==> src/rtl/johnson_seq_ctrl.sv <==
// rtl/johnson_seq_ctrl.sv - step-counted Johnson/ring shift sequencer with preset, hold and sticky illegal-state flag
// Runs a captured number of Johnson or ring shifts, self-correcting any illegal pattern back to 4'b1000.

module johnson_seq_ctrl (
   input  logic       clk,
   input  logic       rst,
   input  logic       start,
   input  logic       seed,
   input  logic       mode,
   input  logic [3:0] steps,
   input  logic       hold,
   input  logic       load,
   input  logic [3:0] din,
   output logic [3:0] Q,
   output logic [3:0] Qbar,
   output logic       busy,
   output logic       done,
   output logic       err
);

   typedef enum logic [1:0] {
      ST_IDLE = 2'd0,
      ST_RUN  = 2'd1,
      ST_DONE = 2'd2
   } state_t;

   localparam logic [3:0] SEED_VAL = 4'b1000;

   state_t     state_q;
   logic [3:0] q_q;
   logic [3:0] cnt_q;
   logic       mode_q;
   logic       busy_q;
   logic       done_q;
   logic       err_q;

   logic       legal_d;
   logic [3:0] shift_d;
   logic [3:0] q_step_d;

   // Johnson states are exactly the patterns with at most one adjacent-bit transition.
   function automatic logic johnson_legal(input logic [3:0] v);
      logic [2:0] t;
      t = v[3:1] ^ v[2:0];
      return $onehot0(t);
   endfunction

   always_comb begin
      legal_d  = mode_q ? $onehot(q_q) : johnson_legal(q_q);
      shift_d  = mode_q ? {q_q[0], q_q[3:1]} : {~q_q[0], q_q[3:1]};
      q_step_d = legal_d ? shift_d : SEED_VAL;
   end

   always_ff @(posedge clk or posedge rst) begin
      if (rst) begin
         state_q <= ST_IDLE;
         q_q     <= 4'b0000;
         cnt_q   <= 4'd0;
         mode_q  <= 1'b0;
         busy_q  <= 1'b0;
         done_q  <= 1'b0;
         err_q   <= 1'b0;
      end else begin
         case (state_q)
            ST_IDLE: begin
               if (start) begin
                  mode_q <= mode;
                  cnt_q  <= steps;
                  err_q  <= 1'b0;
                  if (seed) begin
                     q_q <= SEED_VAL;
                  end
                  if (steps != 4'd0) begin
                     state_q <= ST_RUN;
                     busy_q  <= 1'b1;
                     done_q  <= 1'b0;
                  end else begin
                     state_q <= ST_DONE;
                     busy_q  <= 1'b0;
                     done_q  <= 1'b1;
                  end
               end else if (load) begin
                  q_q <= din;
               end
            end
            ST_RUN: begin
               if (!hold) begin
                  q_q   <= q_step_d;
                  cnt_q <= cnt_q - 4'd1;
                  if (!legal_d) begin
                     err_q <= 1'b1;
                  end
                  if (cnt_q == 4'd1) begin
                     state_q <= ST_DONE;
                     busy_q  <= 1'b0;
                     done_q  <= 1'b1;
                  end
               end
            end
            ST_DONE: begin
               state_q <= ST_IDLE;
               busy_q  <= 1'b0;
               done_q  <= 1'b0;
            end
            default: begin
               state_q <= ST_IDLE;
               busy_q  <= 1'b0;
               done_q  <= 1'b0;
            end
         endcase
      end
   end

   assign Q    = q_q;
   assign Qbar = ~q_q;
   assign busy = busy_q;
   assign done = done_q;
   assign err  = err_q;

endmodule

==> config.mk <==
export PLATFORM = sky130hd
export DESIGN_NAME = johnson_seq_ctrl
export DESIGN_NICKNAME = d
export VERILOG_FILES = /design/src/rtl/johnson_seq_ctrl.sv
export SDC_FILE = /design/constraint.sdc
export NUM_CORES = 1
export LEC_CHECK = 0
export ABC_CLOCK_PERIOD_IN_PS = 4220
export BUFFER_PORTS_ARGS = -buffer_cell sky130_fd_sc_hd__buf_4
export CAP_MARGIN = 20
export CORE_MARGIN = 2
export CORE_UTILIZATION = 35
export DETAILED_ROUTE_END_ITERATION = 8
export PLACE_DENSITY = 0.55
export SLEW_MARGIN = 20
export SYNTH_ARGS = -nofsm -noshare
export SYNTH_HDL_FRONTEND = slang
export SYNTH_SLANG_ARGS = --single-unit
==> constraint.sdc <==
create_clock -name clk -period 4.22 [get_ports clk]
set_input_delay 0.844 -clock clk [delete_from_list [all_inputs] [get_ports clk]]
set_output_delay 0.844 -clock clk [all_outputs]
set_load 0.03 [all_outputs]
# Word-level counts from Yosys, hierarchy flattened
# Index checks and enable logic that the tools add are counted.
# totals
ramBits	0
latchBits	0
word_cells	64
ff_bits	14
rom_bits	0
mem_count	0
# op_classes
bitwise_logic	3
addsub	6
shift	0
order_cmp	1
eq_ne	9
div	0
reduce_logical	8
multipliers	0
muxes	30
# ops
cell	count
$mux 4	8
$pmux 4 s2	2
$mux 1	12
$mux 2	4
$ne 2x2->1 const B	4
$reduce_and 4->1	2
$add 1x1->2	3
$ne 3x3->1 const B	2
$pmux 1 s2	3
$reduce_and 3->1	2
$eq 4x1->1 const B	1
$not 4->4	1
$pmux 2 s2	1
$reduce_bool 4->1	1
$sub 4x1->4 const B	1
$add 2x2->3	1
$eq 3x1->1 const B	1
$xor 3x3->3	1
$add 2x1->2	1
$eq 2x1->1 const B	1
$le 2x1->1 const B	1
$logic_not 2->1	1
$reduce_and 2->1	1
$reduce_bool 2->1	1
$not 1->1	1

# Longest topological paths before layout
# Gate-level depths: netlist of the first run.
# depth
ltp_word	8
depth_mapped	9

# Worst setup path after synthesis of the first run
# Ideal clock, no wire load.
# synth_path
path_kind	register to register
start	reg q_q[0], in the netlist Q[0]
end	reg q_q[3], in the netlist Q[3]
setup_slack_ps	1603
arrival_ps	2481
stages_incl_launch_ff	10
n_path_buf	0
synth_period_minus_slack_ps	2617
cell_sequence	dfrtp_1 > inv_1 > fa_1 > inv_1 > ha_1 > ha_1 > nor4bb_1 > a211o_1 > and3_1 > o22ai_1
# synth_via
elab_chain_len	8
word_cells_on_any_way	13
# synth_lines
element	line_no	text
start: declaration	30	logic [3:0] q_q;
start signal: assignment	83	q_q <= din;
start signal: assignment	88	q_q <= q_step_d;
$xor 3x3->3	44	t = v[3:1] ^ v[2:0];
$add 1x1->2 (implied by the code)	45	return $onehot0(t);
$add 2x1->2 (implied by the code)	45	
$le 2x1->1 (implied by the code)	45	
$mux 1	49	legal_d = mode_q ? $onehot(q_q) : johnson_legal(q_q);
$mux 4 (*)	51	q_step_d = legal_d ? shift_d : SEED_VAL;
$mux 4 (*)	87	if (!hold) begin
$pmux 4 s2 (*)	64	case (state_q)
# Mark *: on every way between the ends. The rest lies on a longest branch, timed or not. The select of a mux whose other input is x is not followed.
# A chain may end at the register's enable or synchronous reset.

# Worst setup path in the final report of the first run
# layout_path
start	reg q_q[0], in the netlist Q[0]
end	reg q_q[1], in the netlist Q[1]
# layout_via
elab_chain_len	8
word_cells_on_any_way	11
# layout_lines
element	line_no
$xor 3x3->3	44
$add 1x1->2 (implied by the code)	45
$add 2x1->2 (implied by the code)	45
$le 2x1->1 (implied by the code)	45
$mux 1 (*)	49
$mux 4 (*)	51
$mux 4 (*)	87
$pmux 4 s2 (*)	64
# Marks and branches as above.

==> flow_summary.json, run 1 <==
{
  "status": "completed",
  "start_kind": "flip-flop",
  "hp-class": "reg2reg",
  "gp_congestion": 0.760,
  "hpwl_mm": 1.52,
  "critPathCaptureType": "flip-flop",
  "cts_tree": "done",
  "holdBufCountCts": 0,
  "numCtsBuffers": 3,
  "synth_edf_count": 0,
  "die_x_um": 53.6,
  "power_density_nw_per_um2": 920,
  "diodes": 0,
  "cts_sinks": 13,
  "viasPerCell": 5.27,
  "grt_max_degree": 14,
  "ant_nets": 0,
  "cp_data_arrival_time_ns": 2.62,
  "fin_skew_ns": 0.00996,
  "synthCells": 94,
  "final_common_cell": "buf_4",
  "gr-usage-all-layers_pct": 16.9,
  "synth_ff_type": "dfrtp_1",
  "ys_ff_latch": 13,
  "die_area_um2": 2870,
  "hold_slack_ns": 0.524,
  "first_pass_iters": 4,
  "power_leakage_nw": 0.536,
  "port_buffers": 25,
  "layout-drive-gt1-share_pct": 27.3,
  "netlist.area_leader.share_pct": 37.8,
  "finalWirelength_mm": 1.95,
  "drtIter0Drc": 15,
  "cp_max_fo": 5,
  "peakVddDrop_mv": 0.500,
  "maxSlewViolCount": 0,
  "synth_largest_area_cell": "dfrtp_1",
  "clkSlewWorstSetupHoldPaths_ns": 0.08,
  "drc_errors": 0,
  "cts_resized": 0,
  "min_period_ns": 2.41,
  "yosysSeqAreaShare_pct": 37.8,
  "grt_pass1_wl_mm": 3.46,
  "ios": 26,
  "finalSetupViolations": 0,
  "antenna_found_initial": 0,
  "required_ns": 4.42,
  "synth_cell_types": 37,
  "synthesis.area_um2": 861,
  "fillerInstances": 214,
  "yosys-top-cells-area": "dfrtp_1 (38%), ha_1 (8.7%), nor2_1 (5.7%), inv_1 (4.4%), a21oi_1 (3.5%)",
  "maxCapViolCount": 0,
  "layout_common_cells": "buf_4 (25), dfrtp_1 (13), nor2_1 (13)",
  "vias": 785,
  "maxUsedRoutingLayer": "met4",
  "ys_warn_count": 0,
  "fmax_mhz": 414,
  "clock_latency_ns": 0.28,
  "syn_avg_cell_area_um2": 9.16,
  "tightestPinTransition_ns": 0.527,
  "cts_setup_buffers": 0,
  "ff_latch_area_um2": 325,
  "start_util_pct": 37.8,
  "rows": 17,
  "fin_util_pct": 48.4,
  "clk_path_buf_depth": 2,
  "grt_pass1_vias": 752,
  "finalNetCount": 144,
  "wl_met3_um": 134,
  "cts_root_buf": "clkbuf_4",
  "gr-total-overflow": 0,
  "final.setup.tns_ns": 0,
  "max_slew_margin_pct": 64.8,
  "wl_met2_um": 841,
  "finalHoldViolCount": 0,
  "async_reset_ff_share_pct": 100,
  "core_area_um2": 2280,
  "drt-wirelength-per-cell_um": 13.1,
  "area_delta_synth_final_pct": 27.9,
  "wl_met1_um": 943,
  "multi_input_area_um2": 489,
  "cts-htree-levels": 1,
  "synth_nets": 116,
  "critPathKind": "reg2reg",
  "rsz0062_at_grt": "false",
  "die_y_um": 53.6,
  "timing.final.crit_share_pct": 57.2
}
[where the power goes]
group          leakage, nW  switching, mW  internal, mW
Clock               0.0150         0.0429        0.0366
Combinational        0.369          0.365         0.286
Sequential           0.152         0.0937         0.189
Total                0.536          0.502         0.511
[registers in the layout (all words and copies together) (netlist names)]
register	flops
Q	4
cnt_q	4
busy	1
done	1
err	1
mode_q	1
state_q	1
[final cells by class]
cell class	count	area share (%)
repair buffers	25	17.0
well taps	28	3.18
multi-input cells	69	44.4
inverters	10	3.41
clock buffers	4	2.39
flip-flops and latches	13	29.5
[kinds of logic (layout without fill, tap and decap cells)]
family                   after synthesis  after routing  synth area share [%]
AO/OA/AOI/OAI                         26             26                  21.2
flip-flops                            13             13                  37.8
buffers and inverters                 12             39                  5.38
multiplexers                           2              2                  2.47
AND/OR/NAND/NOR                       31             31                  19.0
adder cells (fa/ha/maj)                7              7                  11.0
XOR/XNOR                               3              3                  3.05
[worst max-delay path: stages (launching register included)]
cell      delay (ns)
dfrtp_1         0.44
inv_1           0.10
fa_1            0.55
inv_1           0.04
ha_1            0.17
ha_1            0.27
nor4bb_1        0.27
a211o_1         0.22
a32oi_1         0.12
a21oi_1         0.16
[stage by stage]
step	power [mW]	worst slack (ns)	cell area, µm²	std cells
finish	1.01	1.81	1100	149
global route	1.13	1.59	1100	149
CTS	1.02	1.79	1100	149
detailed placement	0.941	1.81	1070	145
global placement	0.935	1.84	1070	145
floorplan	0.749	1.60	861	94
[layer usage]
layer	vias to the layer above	track usage, %
li1	387	-
met1	364	23.9
met2	30	25.1
met3	4	3.06
met4	0	7.69
met5	-	0
[synthesized netlist by cell type, types with 2 or more instances]
| cell | count |
|---|---|
| xor2_1 | 2 |
| ha_1 | 6 |
| o21a_1 | 2 |
| o31ai_1 | 2 |
| o21ai_0 | 6 |
| a32oi_1 | 3 |
| nor3_1 | 3 |
| a21oi_1 | 6 |
| inv_1 | 10 |
| dfrtp_1 | 13 |
| nor2_1 | 13 |
| nand2_1 | 3 |
[final timing paths]
path / from / end / slack [ns] / cells past startpoint
worst min-delay path: err / err / 0.52 / 2
worst max register to register: Q[0] / Q[1] / 1.81 / 9
min in group asynchronous: rst / cnt_q[1] / 0.59 / 2
max in group asynchronous: rst / mode_q / 3.27 / 2
worst max-delay path: Q[0] / Q[1] / 1.81 / 9
worst min register to register: err / err / 0.52 / 2
No activity file was read; power rests on OpenSTA's default activity.
==> inputs of run 2 (changes only) <==
- ABC_CLOCK_PERIOD_IN_PS: 4220 -> 2400
- clock period: 4.22 -> 2.4 ns (I/O delays scaled with it)
==> run 2 against run 1 <==
Net effect: register-to-register slack worse by 1.7 ns; power increased by 94%; routed wire length grew 5.3%; critical endpoint is now Q[0]; cell count up 4.7%; cell area increased by 6.5%; via count increased by 2.4%; clock power grew 67%; clock skew is 0.0032 ns lower; combinational power grew 110%; global-route usage decreased by 0.87 points.
==> flow_summary.json, run 2 (same netlist as run 1, synthesis figures left out) <==
{
  "core_area_um2": 2280,
  "hp-class": "in2async",
  "fmax_mhz": 436,
  "cts_root_buf": "clkbuf_4",
  "vias": 804,
  "cp_data_arrival_time_ns": 2.44,
  "clock_latency_ns": 0.27,
  "finalWirelength_mm": 2.05,
  "min_period_ns": 2.29,
  "drtIter0Drc": 7,
  "power_density_nw_per_um2": 1680,
  "status": "completed",
  "critPathCaptureType": "flip-flop",
  "antenna_found_initial": 0,
  "grt_pass1_vias": 738,
  "area_delta_synth_final_pct": 36.2,
  "finalSetupViolations": 0,
  "max_slew_margin_pct": 66.6,
  "critPathKind": "reg2reg",
  "finalNetCount": 151,
  "ios": 26,
  "required_ns": 2.55,
  "rsz0062_at_grt": "false",
  "final_cells": 156,
  "clk_path_buf_depth": 2,
  "clkSlewWorstSetupHoldPaths_ns": 0.08,
  "fin_util_pct": 51.5,
  "ff2ff_path_depth": 9,
  "final.setup.tns_ns": 0,
  "final_common_cell": "buf_4",
  "tightestPinTransition_ns": 0.500,
  "port_buffers": 25,
  "maxSlewViolCount": 0,
  "rows": 17,
  "gr-total-overflow": 0,
  "total_power_mw": 1.97,
  "first_pass_iters": 4,
  "hpwl_mm": 1.58,
  "die_y_um": 53.6,
  "drt-wirelength-per-cell_um": 13.1,
  "layout_common_cells": "buf_4 (32), nor2_1 (13), dfrtp_1 (10)",
  "fillerInstances": 207,
  "hold_slack_ns": 0.228,
  "cts_tree": "done",
  "cts-htree-levels": 1,
  "numCtsBuffers": 3,
  "peakVddDrop_mv": 0.959,
  "layout-drive-gt1-share_pct": 36.7,
  "cp_max_fo": 5,
  "grt_pass1_wl_mm": 3.28,
  "start_util_pct": 37.8,
  "maxCapViolCount": 0,
  "finalHoldViolCount": 0,
  "die_x_um": 53.6,
  "drc_errors": 0,
  "diodes": 0,
  "timing.final.crit_share_pct": 95.6,
  "viasPerCell": 5.15,
  "power_leakage_nw": 0.562,
  "die_area_um2": 2870,
  "ant_nets": 0,
  "cts_sinks": 13,
  "gp_congestion": 0.795,
  "gr-usage-all-layers_pct": 16.1,
  "start_kind": "flip-flop",
  "grt_max_degree": 14,
  "dp.cells": 146,
  "fin_skew_ns": 0.00679
}
## run 2: repair_timing
action,4_1_cts,5_1_grt
resized for setup,0,4
setup buffers,0,6
endpoints found under the setup margin,0,4
hold buffers,0,0
## run 2: layer usage
layer	track usage, %	vias up	wire length, µm
li1	-	400	-
met1	21.2	377	991
met4	8.12	0	17
met3	2.50	2	115
met5	0	-	0
met2	25.5	25	925
## run 2: report_power, final
group / leakage [nW] / internal (mW) / total, mW / switching [mW]
registers: 0.149 / 0.337 / 0.487 / 0.150
clock network: 0.0150 / 0.0643 / 0.133 / 0.0692
logic: 0.399 / 0.627 / 1.35 / 0.719
## run 2: cell type report
cell class / instances / area (µm²) / share of cell area [%]
timing repair buffer: 32 / 240 / 20.5
sequential: 13 / 329 / 28.1
multi-input combinational: 69 / 504 / 43.0
clock buffer: 4 / 26.3 / 2.24
tap: 28 / 35.0 / 2.99
inverter: 10 / 37.5 / 3.20
## run 2: path summary, 6_finish.rpt
path	start	endpoint	slack (ns)
min	rst	done	0.23
min in group clk	hold	err	0.39
max reg2reg	Q[3]	Q[0]	0.11
max in group asynchronous	rst	Q[1]	1.80
min reg2reg	err	err	0.53
max	Q[3]	Q[0]	0.11
## run 2: critical path, stage by stage, from the launching register on
cell and delay, ns:
dfrtp_2 0.40, inv_2 0.06, fa_1 0.54, inv_1 0.05, ha_2 0.18, ha_4 0.26, nor4bb_1 0.04, a211o_1 0.33
a32oi_1 0.24, a21oi_1 0.09
## run 2: per-stage QoR
| step | worst slack (ns) | instance area [µm²] |
|---|---|---|
| 2_1_floorplan | -0.0747 | 865 |
| 3_3_place_gp | 0.0924 | 1090 |
| 3_5_place_dp | 0.0186 | 1090 |
| 4_1_cts | 0.00614 | 1110 |
| 5_1_grt | 0.00713 | 1170 |
| 6_report | 0.106 | 1170 |
==> inputs of run 3 (changes only) <==
- ABC_AREA: unset -> 1
- ABC_CLOCK_PERIOD_IN_PS: 2400 -> 2800
- PLACE_DENSITY: 0.55 -> 0.54
- clock period: 2.4 -> 2.8 ns (I/O delays scaled with it)
==> run 3 against run 2 <==
Net effect: sequential power decreased by 22%; clock skew decreased by 0.0051 ns; critical path depth increased by 2; non-clock buffer count decreased by 7; combinational power decreased by 20%; cell area decreased by 0.85%; hold slack improved by 0.081 ns; global-route usage increased by 0.60 points; count of clock-buffer cells in the layout unchanged; sequential share of layout area decreased by 0.081 points.
==> flow_summary.json, run 3 <==
{
  "synth_edf_count": 0,
  "finalSetupViolations": 0,
  "start_kind": "flip-flop",
  "fin_skew_ns": 0.00172,
  "gr-total-overflow": 0,
  "startpoint": "Q[0]",
  "yosys-top-cells-area": "dfrtp_1 (36%), nand2_1 (14%), ha_1 (8.2%), inv_1 (7.4%), nor2_1 (7.4%)",
  "rrSetupSlack_ns": 0.59,
  "final.setup.tns_ns": 0,
  "final_common_cell": "nand2_1",
  "yosysSeqAreaShare_pct": 35.5,
  "cp_data_arrival_time_ns": 2.39,
  "tightestPinTransition_ns": 0.532,
  "numCtsBuffers": 3,
  "yosys-top-cells-count": "nand2_1 (34), inv_1 (18), nor2_1 (18), dfrtp_1 (13), nand3_1 (11)",
  "finalWirelength_mm": 2.11,
  "ff2ff_path_depth": 11,
  "rsz0062_at_grt": "false",
  "rows": 18,
  "gr-usage-all-layers_pct": 16.7,
  "cts_root_buf": "clkbuf_4",
  "synthCells": 132,
  "clkSlewWorstSetupHoldPaths_ns": 0.09,
  "synth_cell_types": 22,
  "fillerInstances": 272,
  "drtIter0Drc": 27,
  "netlist.area_leader.share_pct": 35.5,
  "first_pass_iters": 4,
  "peakVddDrop_mv": 0.739,
  "min_period_ns": 2.21,
  "critPathKind": "reg2reg",
  "start_util_pct": 37.0,
  "antenna_found_initial": 0,
  "fin_util_pct": 46.9,
  "cts_setup_buffers": 0,
  "power_density_nw_per_um2": 1360,
  "hpwl_mm": 1.63,
  "port_buffers": 25,
  "reg2reg_from": "Q[0]",
  "cts-htree-levels": 1,
  "required_ns": 2.98,
  "critPathCaptureType": "flip-flop",
  "cts_sinks": 13,
  "grt_max_degree": 15,
  "synth_ff_type": "dfrtp_1",
  "grt_pass1_wl_mm": 3.60,
  "drc_errors": 0,
  "die_area_um2": 3040,
  "synthesis.area_um2": 916,
  "hp-class": "in2async",
  "finalHoldViolCount": 0,
  "async_reset_ff_share_pct": 100,
  "vias": 903,
  "status": "completed",
  "max_slew_margin_pct": 64.5,
  "maxCapViolCount": 0,
  "grt_pass1_vias": 808,
  "cts_resized": 0,
  "yosysMostFrequentCell": "nand2_1",
  "core_area_um2": 2480,
  "gp_congestion": 0.791,
  "timing.final.crit_share_pct": 79.0,
  "clk_path_buf_depth": 2,
  "synth_largest_area_cell": "dfrtp_1",
  "syn_avg_cell_area_um2": 6.94,
  "ant_nets": 0,
  "viasPerCell": 4.75,
  "layout_common_cells": "nand2_1 (34), buf_4 (25), inv_1 (18), nor2_1 (18), dfrtp_1 (13)",
  "area_delta_synth_final_pct": 26.9,
  "clock_latency_ns": 0.28,
  "ys_ff_latch": 13,
  "diodes": 0,
  "drt-wirelength-per-cell_um": 11.1,
  "layout-drive-gt1-share_pct": 23.8,
  "power_leakage_nw": 0.640,
  "finalNetCount": 183,
  "timing.rr.end": "err",
  "die_x_um": 55.2,
  "fmax_mhz": 452,
  "cts_tree": "done",
  "cp_max_fo": 5,
  "die_y_um": 55.2,
  "maxSlewViolCount": 0,
  "ios": 26,
  "ys_warn_count": 0,
  "critPathCapture": "err",
  "holdBufCountCts": 0,
  "synth_nets": 154
}
[run 3: changes by cell type after synthesis, moves of 3 or more]
cell / change
inv_2: +4
nand2_1: +31
inv_1: +8
a32oi_1: -3
nor2_1: +5
nand3_1: +10
o21ai_1: +4
[run 3: stage by stage]
stage	instance area (µm²)	total power [mW]	hold slack [ns]	std cells	setup slack [ns]
4_1_cts	1160	1.59	0.339	190	0.584
2_1_floorplan	916	1.16	0.437	132	0.376
6_report	1160	1.58	0.309	190	0.589
5_1_grt	1160	1.76	0.351	190	0.456
3_3_place_gp	1140	1.44	0.466	186	0.647
3_5_place_dp	1140	1.46	0.463	186	0.605
[run 3: power breakdown]
| part | internal, mW | total (mW) | switching [mW] |
|---|---|---|---|
| logic | 0.391 | 1.08 | 0.687 |
| clock network | 0.0553 | 0.125 | 0.0694 |
| registers | 0.285 | 0.378 | 0.0929 |
[run 3: critical path, stage by stage (launching register included)]
cell and delay (ns):
dfrtp_1 0.44, inv_1 0.11, fa_1 0.54, inv_1 0.04, ha_1 0.18, ha_1 0.27
nor2_1 0.10, nand3_1 0.07, nand2_1 0.16, nand2_1 0.10, nand3_1 0.08, nand2_1 0.05
[run 3: cell families after synthesis]
kind of cell	Yosys count	synth area share, %
adder cells (fa/ha/maj)	7	10.4
buffers and inverters	23	9.56
flip-flops	13	35.5
XOR/XNOR	2	1.91
AO/OA/AOI/OAI	17	10.1
AND/OR/NAND/NOR	70	32.5
[run 3: final cells by class]
cell class | count | area, µm² | share of cell area (%)
repair buffers | 25 | 188 | 16.1
inverters | 22 | 82.6 | 7.10
well taps | 30 | 37.5 | 3.23
clock buffers | 4 | 26.3 | 2.26
multi-input cells | 96 | 503 | 43.3
flip-flops and latches | 13 | 325 | 28.0
[run 3: worst min path at each step]
stage	endpoint	depth (start not counted)	slack [ns]
detailed placement	err	2	0.46
floorplan	Q[0]	1	0.44
finish	Q[1]	2	0.31
global route	Q[1]	2	0.35
CTS	cnt_q[1]	2	0.34
global placement	err	2	0.47
[run 3: metal layers]
layer,vias up,part of all wire [%],global-route usage [%]
met5,-,0,0
met4,0,1.4,6.10
met3,4,5.6,3.23
met2,22,42,25.4
met1,406,51,23.3
li1,471,-,-
